`src/rtl/pattern_control.sv`:
```
// pattern_control: key conditioning and step-rate control for the LED pattern
// generator. Raw keys are synchronized and debounced, debounced rising edges
// become one-cycle press pulses, and those pulses drive the mode, speed and
// pause registers. A power-of-two divider produces the step_en pulse.
module pattern_control #(
    parameter int unsigned DEBOUNCE_CYCLES = 270000,
    parameter int unsigned BASE_PERIOD     = 16777216,
    parameter logic [2:0]  RESET_SPEED     = 3'd0
) (
    input  logic       clock,
    input  logic       reset_n,
    input  logic [4:0] key,
    output logic [1:0] mode,
    output logic [2:0] speed,
    output logic       paused,
    output logic       step_en,
    output logic [4:0] key_press
);

    localparam int unsigned CW = (DEBOUNCE_CYCLES > 1) ? $clog2(DEBOUNCE_CYCLES) : 1;
    localparam int unsigned PW = $clog2(BASE_PERIOD);

    localparam int unsigned KEY_NEXT  = 0;
    localparam int unsigned KEY_PREV  = 1;
    localparam int unsigned KEY_UP    = 2;
    localparam int unsigned KEY_DOWN  = 3;
    localparam int unsigned KEY_PAUSE = 4;

    localparam logic [CW-1:0] DB_LAST     = CW'(DEBOUNCE_CYCLES - 1);
    localparam logic [PW-1:0] PERIOD_ONES = '1;
    localparam logic [2:0]    SPEED_MAX   = 3'd7;

    // synchronizer, debounce and press-detect state
    logic [4:0]         sync1_q;
    logic [4:0]         sync2_q;
    logic [4:0]         db_q;
    logic [4:0]         db_d;
    logic [4:0]         db_dly_q;
    logic [4:0][CW-1:0] cnt_q;
    logic [4:0][CW-1:0] cnt_d;
    logic [4:0]         press_q;

    // control state
    logic [1:0]    mode_q;
    logic [1:0]    mode_d;
    logic [2:0]    speed_q;
    logic [2:0]    speed_d;
    logic          speed_chg;
    logic          paused_q;
    logic          paused_d;
    logic [PW-1:0] div_q;
    logic [PW-1:0] div_d;
    logic [PW-1:0] period_m1;
    logic          step_q;
    logic          step_d;

    // two-flop synchronizer on every raw key
    always_ff @(posedge clock or negedge reset_n) begin
        if (!reset_n) begin
            sync1_q <= '0;
            sync2_q <= '0;
        end else begin
            sync1_q <= key;
            sync2_q <= sync1_q;
        end
    end

    // per-key debounce: count consecutive disagreeing cycles, flip level on the last one
    always_comb begin
        db_d  = db_q;
        cnt_d = '0;
        for (int unsigned i = 0; i < 5; i++) begin
            if (sync2_q[i] != db_q[i]) begin
                if (cnt_q[i] == DB_LAST) begin
                    db_d[i] = ~db_q[i];
                end else begin
                    cnt_d[i] = cnt_q[i] + CW'(1);
                end
            end
        end
    end

    // debounced levels and registered press pulses on debounced 0->1 flips
    always_ff @(posedge clock or negedge reset_n) begin
        if (!reset_n) begin
            db_q     <= '0;
            cnt_q    <= '0;
            db_dly_q <= '0;
            press_q  <= '0;
        end else begin
            db_q     <= db_d;
            cnt_q    <= cnt_d;
            db_dly_q <= db_q;
            press_q  <= db_q & ~db_dly_q;
        end
    end

    // mode/speed/pause updates and divider next state from the press pulses
    always_comb begin
        mode_d = mode_q;
        case ({press_q[KEY_PREV], press_q[KEY_NEXT]})
            2'b01:   mode_d = mode_q + 2'd1;
            2'b10:   mode_d = mode_q - 2'd1;
            default: mode_d = mode_q;
        endcase

        speed_d = speed_q;
        case ({press_q[KEY_DOWN], press_q[KEY_UP]})
            2'b01:   if (speed_q != SPEED_MAX) speed_d = speed_q + 3'd1;
            2'b10:   if (speed_q != 3'd0)      speed_d = speed_q - 3'd1;
            default: speed_d = speed_q;
        endcase
        speed_chg = (speed_d != speed_q);

        paused_d = paused_q ^ press_q[KEY_PAUSE];

        // BASE_PERIOD is a power of two, so P-1 is an all-ones mask shifted by speed
        period_m1 = PERIOD_ONES >> speed_q;
        div_d     = div_q;
        step_d    = 1'b0;
        if (speed_chg) begin
            div_d = '0;
        end else if (!paused_q) begin
            if (div_q == period_m1) begin
                div_d  = '0;
                step_d = 1'b1;
            end else begin
                div_d = div_q + PW'(1);
            end
        end
    end

    // control and divider registers
    always_ff @(posedge clock or negedge reset_n) begin
        if (!reset_n) begin
            mode_q   <= '0;
            speed_q  <= RESET_SPEED;
            paused_q <= 1'b0;
            div_q    <= '0;
            step_q   <= 1'b0;
        end else begin
            mode_q   <= mode_d;
            speed_q  <= speed_d;
            paused_q <= paused_d;
            div_q    <= div_d;
            step_q   <= step_d;
        end
    end

    assign mode      = mode_q;
    assign speed     = speed_q;
    assign paused    = paused_q;
    assign step_en   = step_q;
    assign key_press = press_q;

endmodule

```
`config.mk`:
```
export PLATFORM = sky130hd
export DESIGN_NAME = pattern_control
export DESIGN_NICKNAME = d
export VERILOG_FILES = /design/src/rtl/pattern_control.sv
export SDC_FILE = /design/constraint.sdc
export NUM_CORES = 1
export LEC_CHECK = 0
export ABC_AREA = 1
export BUFFER_PORTS_ARGS = -buffer_cell sky130_fd_sc_hd__buf_2
export CAP_MARGIN = 20
export CORE_MARGIN = 4
export CORE_UTILIZATION = 57
export CTS_BUF_LIST = sky130_fd_sc_hd__clkbuf_16
export CTS_CLUSTER_DIAMETER = 80
export DETAILED_ROUTE_END_ITERATION = 6
export PLACE_DENSITY = 0.76
export SYNTH_ARGS = -nofsm -noshare
export SYNTH_HDL_FRONTEND = slang
export SYNTH_SLANG_ARGS = --single-unit
```
`constraint.sdc`:
```
create_clock -name clock -period 1.97 [get_ports clock]
set_clock_uncertainty 0.2 [all_clocks]
set_input_delay 0.197 -clock clock [delete_from_list [all_inputs] [get_ports clock]]
set_output_delay 0.197 -clock clock [all_outputs]
set_load 0.05 [all_outputs]
```
Word-level counts from Yosys, hierarchy flattened --
Cells that the tools add are included.
Word-level totals: output and inout bits 12, word-level logic and storage cells 83, bits in registers 151
Cells by class: reductions and logical operators 7, shift operators 1, equality and inequality tests 18, add/subtract/negate cells 10, muxes and demuxes 20, bitwise logic cells 8
Operators by type and width (number):
- two-way mux 19 bit | 10
- adder 19 x 1 -> 19 bit (second input constant) | 5
- equality test 19 bit (second input constant) | 5
- two-way mux 24 bit | 3
- adder 24 x 1 -> 24 bit (second input constant) | 1
- equality test 24 bit | 1
- >> shifter 24 x 3 -> 24 bit (first input constant) | 1
- AND reduction 2 bit | 5
- two-way mux 3 bit | 2
- case mux 3 bit (2 select lines) | 1
- AND 5 bit | 1
- != test 1 bit | 5
- NOT 1 bit | 5
- NOT 5 bit | 1
- equality test 2 x 1 -> 1 bit (second input constant) | 2
- equality test 2 bit (second input constant) | 2
- case mux 2 bit (2 select lines) | 1
- adder 3 x 1 -> 3 bit (second input constant) | 1
- two-way mux 1 bit | 3
- != test 3 bit | 1
- != test 3 bit (second input constant) | 1
- nonzero test 3 bit | 1
- subtractor 3 x 1 -> 3 bit (second input constant) | 1
- adder 2 x 1 -> 2 bit (second input constant) | 1
- other kinds (4) | 4

Depth between registers and ports, before layout --
Gate-level depths: netlist (run 1).
depth after elaboration 5, depth in mapped cells 14

Worst setup path after synthesis (run 1) --
OpenSTA, ideal clock, no wires.
kind reg2reg, from register speed_q[1], in the netlist speed[1], to register div_q[5], data required time 1.652 ns, arrival 2.216 ns, path buffers 1, cell stages (with the launch flop) 12, library setup time 0.118 ns, setup slack -0.564 ns, path through dfrtp_1 > inv_1 > ha_1 > ha_1 > a21oi_1 > and2_1 > nand3_2 > nand2_2 > nor2_4 > buf_4 > nand3_1 > nand2_1
On the way: cells in the longest elaborated chain, start to end 5
Ends and longest elaborated chain:
- start, declared | line 46 | logic [2:0] speed_q;
- start signal, assigned | line 143 | speed_q <= speed_d;
- subtractor 3 x 1 -> 3 bit, or another cell as far along | line 110 | 2'b10: if (speed_q != 3'd0) speed_d = speed_q - 3'd1;
- two-way mux 3 bit, or another cell as far along | line 110
- case mux 3 bit (2 select lines) / two-way mux 24 bit (equally long branches) | line 108, 124
- != test 3 bit / two-way mux 24 bit (equally long branches) | line 113, 123
- != test 2 bit (no source line) / two-way mux 24 bit (equally long branches)
- end signal, assigned | line 145 | div_q <= div_d;
- end, declared | line 51 | logic [PW-1:0] div_q;
Parallel ways exist; a longest one is shown, timed or not. The select of a mux whose other input is x is not followed. A chain may end at the register's enable or synchronous reset.

Final worst setup path (run 1) --
from register speed_q[0], in the netlist speed[0], to register div_q[11]
Same word-level chain as after synthesis.

==> reports/results.md, run 1 <==
## Floorplanning
• **starting utilization of the core area** 58.0%
• **num ports** 19
• **row count** 44
• **area of the die** 0.0168 mm²
• **overall die width** 130 µm
• **Die Ht** 130 µm
• **placeable core region** 0.0145 mm²

## Power and ir drop
• **relative contribution of sequential cells to total power** 46.0%
• **internal power** 5360 µW
• **proportion of power drawn by the clock network** 51.0%
• **combinational power share** 3.0%
• **cell leakage power** 0.00473 µW
• **net load switching power** 1530 µW
• **switching part of the total power** 22.2%
• **total power divided by cell area** 673 mW/mm²
• **Peak supply drop** 0.613 mV

## Timing
• **post-route worst setup slack** -0.175 ns
• **unrepaired setup endpoints after global routing** yes
• **portion of the clock cycle consumed by the worst path in the final layout** 109%
• **tightest slew margin relative to the limit** 70.7%
• **highest clock rate** 466 MHz
• **hold violation total from the final report** 0
• **final setup violation count** 25
• **Worst Max-Slew Pin Slew** 0.439 ns
• **final critical-path required period** 2.15 ns
• **number of pins exceeding their max-slew limit in the final report** 0
• **post-route setup TNS** -3.83 ns

## Place
• **HPWL after detailed placement** 13100 µm
• **Setup Slack @ Placement** -0.219 ns
• **routability-driven placement congestion ratio** 0.919
• **port bufs** 18

## Routing
• **average routed wire per standard cell** 13.3 µm
• **Antenna Violating Nets Remaining** 0
• **Via Count** 7423
• **drc violations** 0
• **number of search-and-repair iterations in the first detailed-routing pass** 5
• **DRC violation total after the first TritonRoute iteration** 672
• **drt total wl** 18700 µm
• **routed vias/inst** 5.28

## Yosys
• **Syn. warnings** 0
• **Post-Syn Area** 0.00843 mm²
• **adder-cell share of the synthesized area** 2.08%
• **xor-xnor portion of the synthesized cell area** 7.79%
• **syn nets** 1128
• **sequential-to-total area share from yosys stat** 44.8%
• **Mapped Avg Cell Area** 7.62 µm²
• **multiplexer share of the synthesized area** 0%
• **Distinct cells, synth** 34
• **dominant combinational cell family by area after synthesis** simple AND/OR/NAND/NOR gates
• **register bit count reported by yosys** 151
• **area fraction in compound gates after synthesis** 2.40%
• **share of synthesized cell area in and, or, nand and nor gates** 36.3%
• **Gate Count Post-Synth** 1107

## Run status
• **failing checks** negative setup slack
• **status** finished, violations left

## Clocking
• **clock root buffer** sky130_fd_sc_hd__clkbuf_16
• **clock latency at the later pin of the worst-skew pair** 0.42 ns
• **clock transition time at the flip-flop clock pins of the worst setup and hold paths** 0.06 ns
• **number of H-tree branching levels** 4
• **TritonCTS buffer count** 17
• **clock tree from TritonCTS** yes
• **CTS sink count** 151
• **worst-case clock buffer depth** 2

## Critical path
• **crit path kind** flop to flop
• **startpoint type of the worst setup path** flop
• **Worst EP arrival** 2.26 ns
• **CP endpoint kind** flop
• **largest driver fanout on the critical path** 5
• **Worst EP required** 2.08 ns

## Min path
• **class of the tightest hold or removal check** input port to asynchronous set/reset pin

## Cells and area
• **# nets final** 1231
• **Layout Area Growth over Synthesis** 21.2%
• **commonest non-fill, non-tap cell in the layout** sky130_fd_sc_hd__nand2_1
• **sequential cell area** 0.00379 mm²
• **number of fillers in the final layout** 1135
• **most frequent cells in the layout** sky130_fd_sc_hd__nand2_1, sky130_fd_sc_hd__nor2_1, sky130_fd_sc_hd__dfrtp_1
• **area used by multi-input combinational logic** 0.00431 mm²
• **fraction of layout instances using a drive strength above 1** 15.5%
• **final antenna diode count** 0

## Global routing
• **initial antenna violation count** 0
• **via count of the first global-routing pass** 7083
• **first-pass GRT wire length** 32300 µm
• **leftover overflow at the end of global routing** 0
• **pin count of the biggest net entering global routing** 47
• **global routing usage summed across all routing layers** 23.6%

## Job
• **number of max-capacitance violations reported** 0

[state kept, by name, summed over array words and instances (netlist names)]
register   cells
div_q         24
db_q           5
sync1_q        5
paused         1
step_en        1
cnt_q         95
sync2_q        5
key_press      5
mode           2
db_dly_q       5
speed          3
[Yosys cell counts, drive strengths merged]
| cell | n | area, µm² |
|---|---|---|
| a31oi | 2 | 12.5 |
| o21ai | 14 | 73.8 |
| nor2 | 214 | 858 |
| nand3b | 16 | 120 |
| nor3b | 2 | 15.0 |
| a21oi | 11 | 55.1 |
| xnor2 | 19 | 166 |
| nand2 | 274 | 1040 |
| xor2 | 56 | 490 |
| buf | 5 | 45.0 |
| dfrtp | 151 | 3780 |
| clkinv | 6 | 22.5 |
| o31ai | 1 | 7.51 |
| a22oi | 1 | 7.51 |
| o21bai | 5 | 37.5 |
| nand3 | 96 | 500 |
| nor4 | 17 | 113 |
| nand4 | 36 | 225 |
| ha | 14 | 175 |
| and2 | 2 | 12.5 |
| a311oi | 1 | 8.76 |
| nor3 | 33 | 175 |
| clkbuf | 5 | 18.8 |
| inv | 126 | 473 |
[power by group through the flow]
stage               clock, µW  sequential, µW  combinational (µW)
floorplan                   0            3220                73.0
global placement            0            3220                 199
detailed placement          0            3220                 202
CTS                      3570            3170                 213
global route             3720            3170                 243
finish                   3510            3170                 208
[worst max-delay path: stages, from the launching register on]
cell and delay, ns:
sky130_fd_sc_hd__dfrtp_2 0.43, sky130_fd_sc_hd__inv_2 0.08, sky130_fd_sc_hd__ha_4 0.16, sky130_fd_sc_hd__inv_4 0.05
sky130_fd_sc_hd__buf_4 0.13, sky130_fd_sc_hd__ha_4 0.16, sky130_fd_sc_hd__nand2_2 0.07, sky130_fd_sc_hd__and2_1 0.12
sky130_fd_sc_hd__nand2_1 0.08, sky130_fd_sc_hd__nor2_4 0.18, sky130_fd_sc_hd__nand3_4 0.13, sky130_fd_sc_hd__nand2_1 0.09
sky130_fd_sc_hd__inv_1 0.04, sky130_fd_sc_hd__nand3_1 0.06, sky130_fd_sc_hd__nand2_1 0.06
[what timing repair did]
item | 4_1_cts | 5_1_grt
cloned | 1 | 1
pin swaps | 3 | 9
setup buffers | 1 | 9
setup endpoints to repair | 25 | 42
hold endpoints to repair | 156 | 0
resized for setup | 14 | 40
hold buffers | 6 | 0
[through the flow]
step	utilization (%)	hold slack, ns	power (µW)	std cells	area (µm²)
floorplan	-	-0.299	3290	1107	8480
global placement	63.5	-0.0414	3420	1357	9230
detailed placement	63.5	-0.0393	3430	1357	9230
CTS	68.8	0.0791	6950	1397	10000
global route	70.3	0.0976	7130	1407	10200
finish	70.3	0.0666	6880	1407	10200
[logic make-up (layout without fill, tap and decap cells)]
group	after synthesis	in the layout
flops	151	151
xor+xnor	75	75
compound gates	35	35
fa+ha+maj	14	14
simple gates	690	691
buf+inv	142	257
[final timing paths]
check	startpoint	end	slack, ns	depth (start not counted)
min in group clock	sync1_q[4]	sync2_q[4]	0.15	0
min reg2reg	sync1_q[4]	sync2_q[4]	0.15	0
max in group asynchronous	reset_n	cnt_q[67]	0.90	3
max	speed[0]	div_q[11]	-0.18	14
max reg2reg	speed[0]	div_q[11]	-0.18	14
min	reset_n	cnt_q[2]	0.07	2
[layout make-up]
class	instances	share of cell area, %
timing repair inverter	1	0.0735
clock buffer	17	4.16
clock inverter	15	2.06
multi-input combinational	815	42.2
timing repair buffer	92	7.32
tap	184	2.25
inverter	132	4.90
sequential	151	37.0
[routing by layer]
layer / GRT usage, % / vias to the layer above / part of all wire (%)
li1: - / 3747 / -
met1: 32.2 / 3486 / 46
met2: 37.6 / 161 / 48
met3: 4.95 / 29 / 4.0
met4: 7.82 / 0 / 1.6
met5: 0 / - / 0
Power figures use the tool's default switching activity.
==> run 2: changes to the inputs <==
--- a/config.mk
+++ b/config.mk
@@ -13,7 +13,7 @@
 export CTS_BUF_LIST = sky130_fd_sc_hd__clkbuf_16
 export CTS_CLUSTER_DIAMETER = 80
 export DETAILED_ROUTE_END_ITERATION = 6
-export PLACE_DENSITY = 0.76
+export PLACE_DENSITY_LB_ADDON = 0.15
 export SYNTH_ARGS = -nofsm -noshare
 export SYNTH_HDL_FRONTEND = slang
 export SYNTH_SLANG_ARGS = --single-unit
==> constraint.sdc (replaced) <==
create_clock -name clock -period 1.97 [get_ports clock]
set_clock_uncertainty 0.2 [all_clocks]
set_input_delay 0.394 -clock clock [delete_from_list [all_inputs] [get_ports clock]]
set_output_delay 0.394 -clock clock [all_outputs]
set_load 0.05 [all_outputs]
==> run 2 against run 1 <==
Effect of this change:
- the flow still finishes with violations (negative setup slack)
- register-to-register slack about the same
- via count down 0.22%
- first-iteration DRC count is 13% lower
- die area did not move
- sequential share of layout area up 0.12 points
- clock power shrank 2%
- cell count is 0.43% lower
- wire length rose by 3.1%
- global-route usage increased by 0.64 points
==> reports/results.md, run 2 (synthesis results as in run 1) <==
## Cells and area
• **# nets final** 1225, was 1231
• **largest registers** cnt_q: 95 flops, div_q: 24 flops, unchanged
• **Layout Area Growth over Synthesis** 20.8%, was 21.2%
• **fraction of layout instances using a drive strength above 1** 15.5%, about the same
• **most frequent cells in the layout** sky130_fd_sc_hd__nand2_1, sky130_fd_sc_hd__nor2_1, sky130_fd_sc_hd__dfrtp_1, unchanged
• **final antenna diode count** 0, unchanged
• **Post-Layout Inst Area** 0.0102 mm², about the same
• **commonest non-fill, non-tap cell in the layout** sky130_fd_sc_hd__nand2_1, unchanged
• **max reg flops** 95, unchanged
• **register ranked first by flip-flop count** cnt_q, unchanged

## Clocking
• **clock tree from TritonCTS** yes, unchanged
• **CTS sink count** 151, unchanged
• **clock root buffer** sky130_fd_sc_hd__clkbuf_16, unchanged
• **clock transition time at the flip-flop clock pins of the worst setup and hold paths** 0.06 ns, about the same
• **clock latency at the later pin of the worst-skew pair** 0.42 ns, about the same
• **number of H-tree branching levels** 4, unchanged
• **TritonCTS buffer count** 17, unchanged
• **worst-case clock buffer depth** 2, unchanged

## Min path
• **class of the tightest hold or removal check** flop to flop, was input port to asynchronous set/reset pin
• **Worst Min Path Start** sync1_q[1]
• **number of instances on the worst hold path** 0
• **worst hold path endpoint** sync2_q[1]

## Routing
• **average routed wire per standard cell** 13.8 µm, was 13.3 µm
• **drt total wl** 19300 µm, was 18700 µm
• **Via Count** 7407, was 7423
• **number of search-and-repair iterations in the first detailed-routing pass** 5, unchanged
• **DRC violation total after the first TritonRoute iteration** 586, was 672
• **Antenna Violating Nets Remaining** 0, unchanged
• **routed vias/inst** 5.29, was 5.28
• **drc violations** 0, unchanged

## Floorplanning
• **overall die width** 130 µm, unchanged
• **Die Ht** 130 µm, unchanged
• **placeable core region** 0.0145 mm², unchanged
• **starting utilization of the core area** 58.0%, unchanged
• **area of the die** 0.0168 mm², unchanged
• **num ports** 19, unchanged
• **row count** 44, unchanged

## Global routing
• **via count of the first global-routing pass** 7062, was 7083
• **first-pass GRT wire length** 32800 µm, was 32300 µm
• **global routing usage summed across all routing layers** 24.2%, was 23.6%
• **pin count of the biggest net entering global routing** 51, was 47
• **initial antenna violation count** 0, unchanged
• **leftover overflow at the end of global routing** 0, unchanged

## Place
• **Setup Slack @ Placement** -0.161 ns, was -0.219 ns
• **placed cell areas** 0.00921 mm², was 0.00923 mm²
• **routability-driven placement congestion ratio** 0.912, was 0.919
• **HPWL after detailed placement** 13400 µm, was 13100 µm
• **port bufs** 18, unchanged

## Job
• **number of max-capacitance violations reported** 0, unchanged

## Critical path
• **reg-to-reg critical path startpoint** key_press[3], was speed[0]
• **launching instance or port of the critical path** key_press[3], was speed[0]
• **Worst EP arrival** 2.31 ns, was 2.26 ns
• **worst reg2reg path depth** 11, was 14
• **Worst EP required** 2.13 ns, was 2.08 ns
• **CP endpoint kind** flop, unchanged
• **slack of the worst reg-to-reg path** -0.19 ns, was -0.18 ns
• **largest driver fanout on the critical path** 8, was 5
• **startpoint type of the worst setup path** flop, unchanged
• **terminus of the critical flop-to-flop path** div_q[0], was div_q[11]
• **crit path kind** flop to flop, unchanged

## Timing
• **tightest slew margin relative to the limit** 63.8%, was 70.7%
• **unrepaired setup endpoints after global routing** yes, unchanged
• **post-route worst setup slack** -0.186 ns, was -0.175 ns
• **hold violation total from the final report** 0, unchanged
• **portion of the clock cycle consumed by the worst path in the final layout** 109%, about the same
• **number of pins exceeding their max-slew limit in the final report** 0, unchanged
• **post-route setup TNS** -4.10 ns, was -3.83 ns
• **final setup violation count** 24, was 25
• **Worst Max-Slew Pin Slew** 0.537 ns, was 0.439 ns
• **Fin Hold WS** 0.149 ns, was 0.0666 ns
• **highest clock rate** 464 MHz, was 466 MHz
• **final critical-path required period** 2.16 ns, was 2.15 ns

## Run status
• **status** finished, violations left, unchanged
• **failing checks** negative setup slack, unchanged

## Power and ir drop
• **cell leakage power** 0.00474 µW, was 0.00473 µW
• **overall power after layout** 6850 µW, was 6880 µW
• **total power divided by cell area** 672 mW/mm², was 673 mW/mm²
• **Peak supply drop** 0.819 mV, was 0.613 mV

-- run 2: worst max path at each step --
stage,endpoint,slack (ns)
global placement,div_q[18],-0.12
global route,div_q[18],-0.27
detailed placement,div_q[18],-0.16
floorplan,div_q[20],-0.25
finish,div_q[0],-0.19
CTS,div_q[9],-0.13
-- run 2: where the power goes --
group	total [µW]	switching [µW]	leakage, µW	internal [µW]
registers	3170	31.5	0.00205	3140
clock network	3450	1320	0.000317	2130
logic	227	144	0.00237	82.7
-- run 2: stage by stage --
stage          cells  util (%)
3_5_place_dp    1352      63.4
5_1_grt         1401      70.1
3_3_place_gp    1352      63.4
6_report        1401      70.1
4_1_cts         1395      68.7
2_1_floorplan   1107         -
-- run 2: what timing repair did --
item | in CTS | in global routing
setup buffers | 4 | 7
gates resized for setup | 10 | 52
hold endpoints to repair | 156 | 0
hold buffers | 6 | 0
endpoints found under the setup margin | 25 | 66
pin swaps | 1 | 20
cloned | 1 | 2
-- run 2: routing by layer --
layer	part of all wire [%]	wire length, µm	vias to the layer above	track usage, %
met5	0	0	-	0
met4	1.6	304	0	6.30
met3	3.7	723	28	4.99
met2	48	9310	140	39.2
met1	46	8980	3492	33.4
li1	-	-	3747	-
-- run 2: critical path, stage by stage (launching register included) --
cell,delay [ns]
sky130_fd_sc_hd__dfrtp_2,0.42
sky130_fd_sc_hd__ha_2,0.41
sky130_fd_sc_hd__a21oi_4,0.06
sky130_fd_sc_hd__buf_4,0.14
sky130_fd_sc_hd__nand3_2,0.10
sky130_fd_sc_hd__nand3_2,0.09
sky130_fd_sc_hd__nor2_4,0.13
sky130_fd_sc_hd__nand2_2,0.08
sky130_fd_sc_hd__nor2_4,0.17
sky130_fd_sc_hd__buf_8,0.17
sky130_fd_sc_hd__nand2_1,0.06
sky130_fd_sc_hd__nand2_1,0.05
-- run 2: area by class of cell --
class | instances | area, µm²
clock inverters | 15 | 198
well taps | 184 | 230
repair buffers | 86 | 706
inverters | 132 | 498
fillers | 1169 | 4350
flip-flops and latches | 151 | 3780
multi-input cells | 815 | 4340
repair inverters | 1 | 7.51
clock buffers | 17 | 425
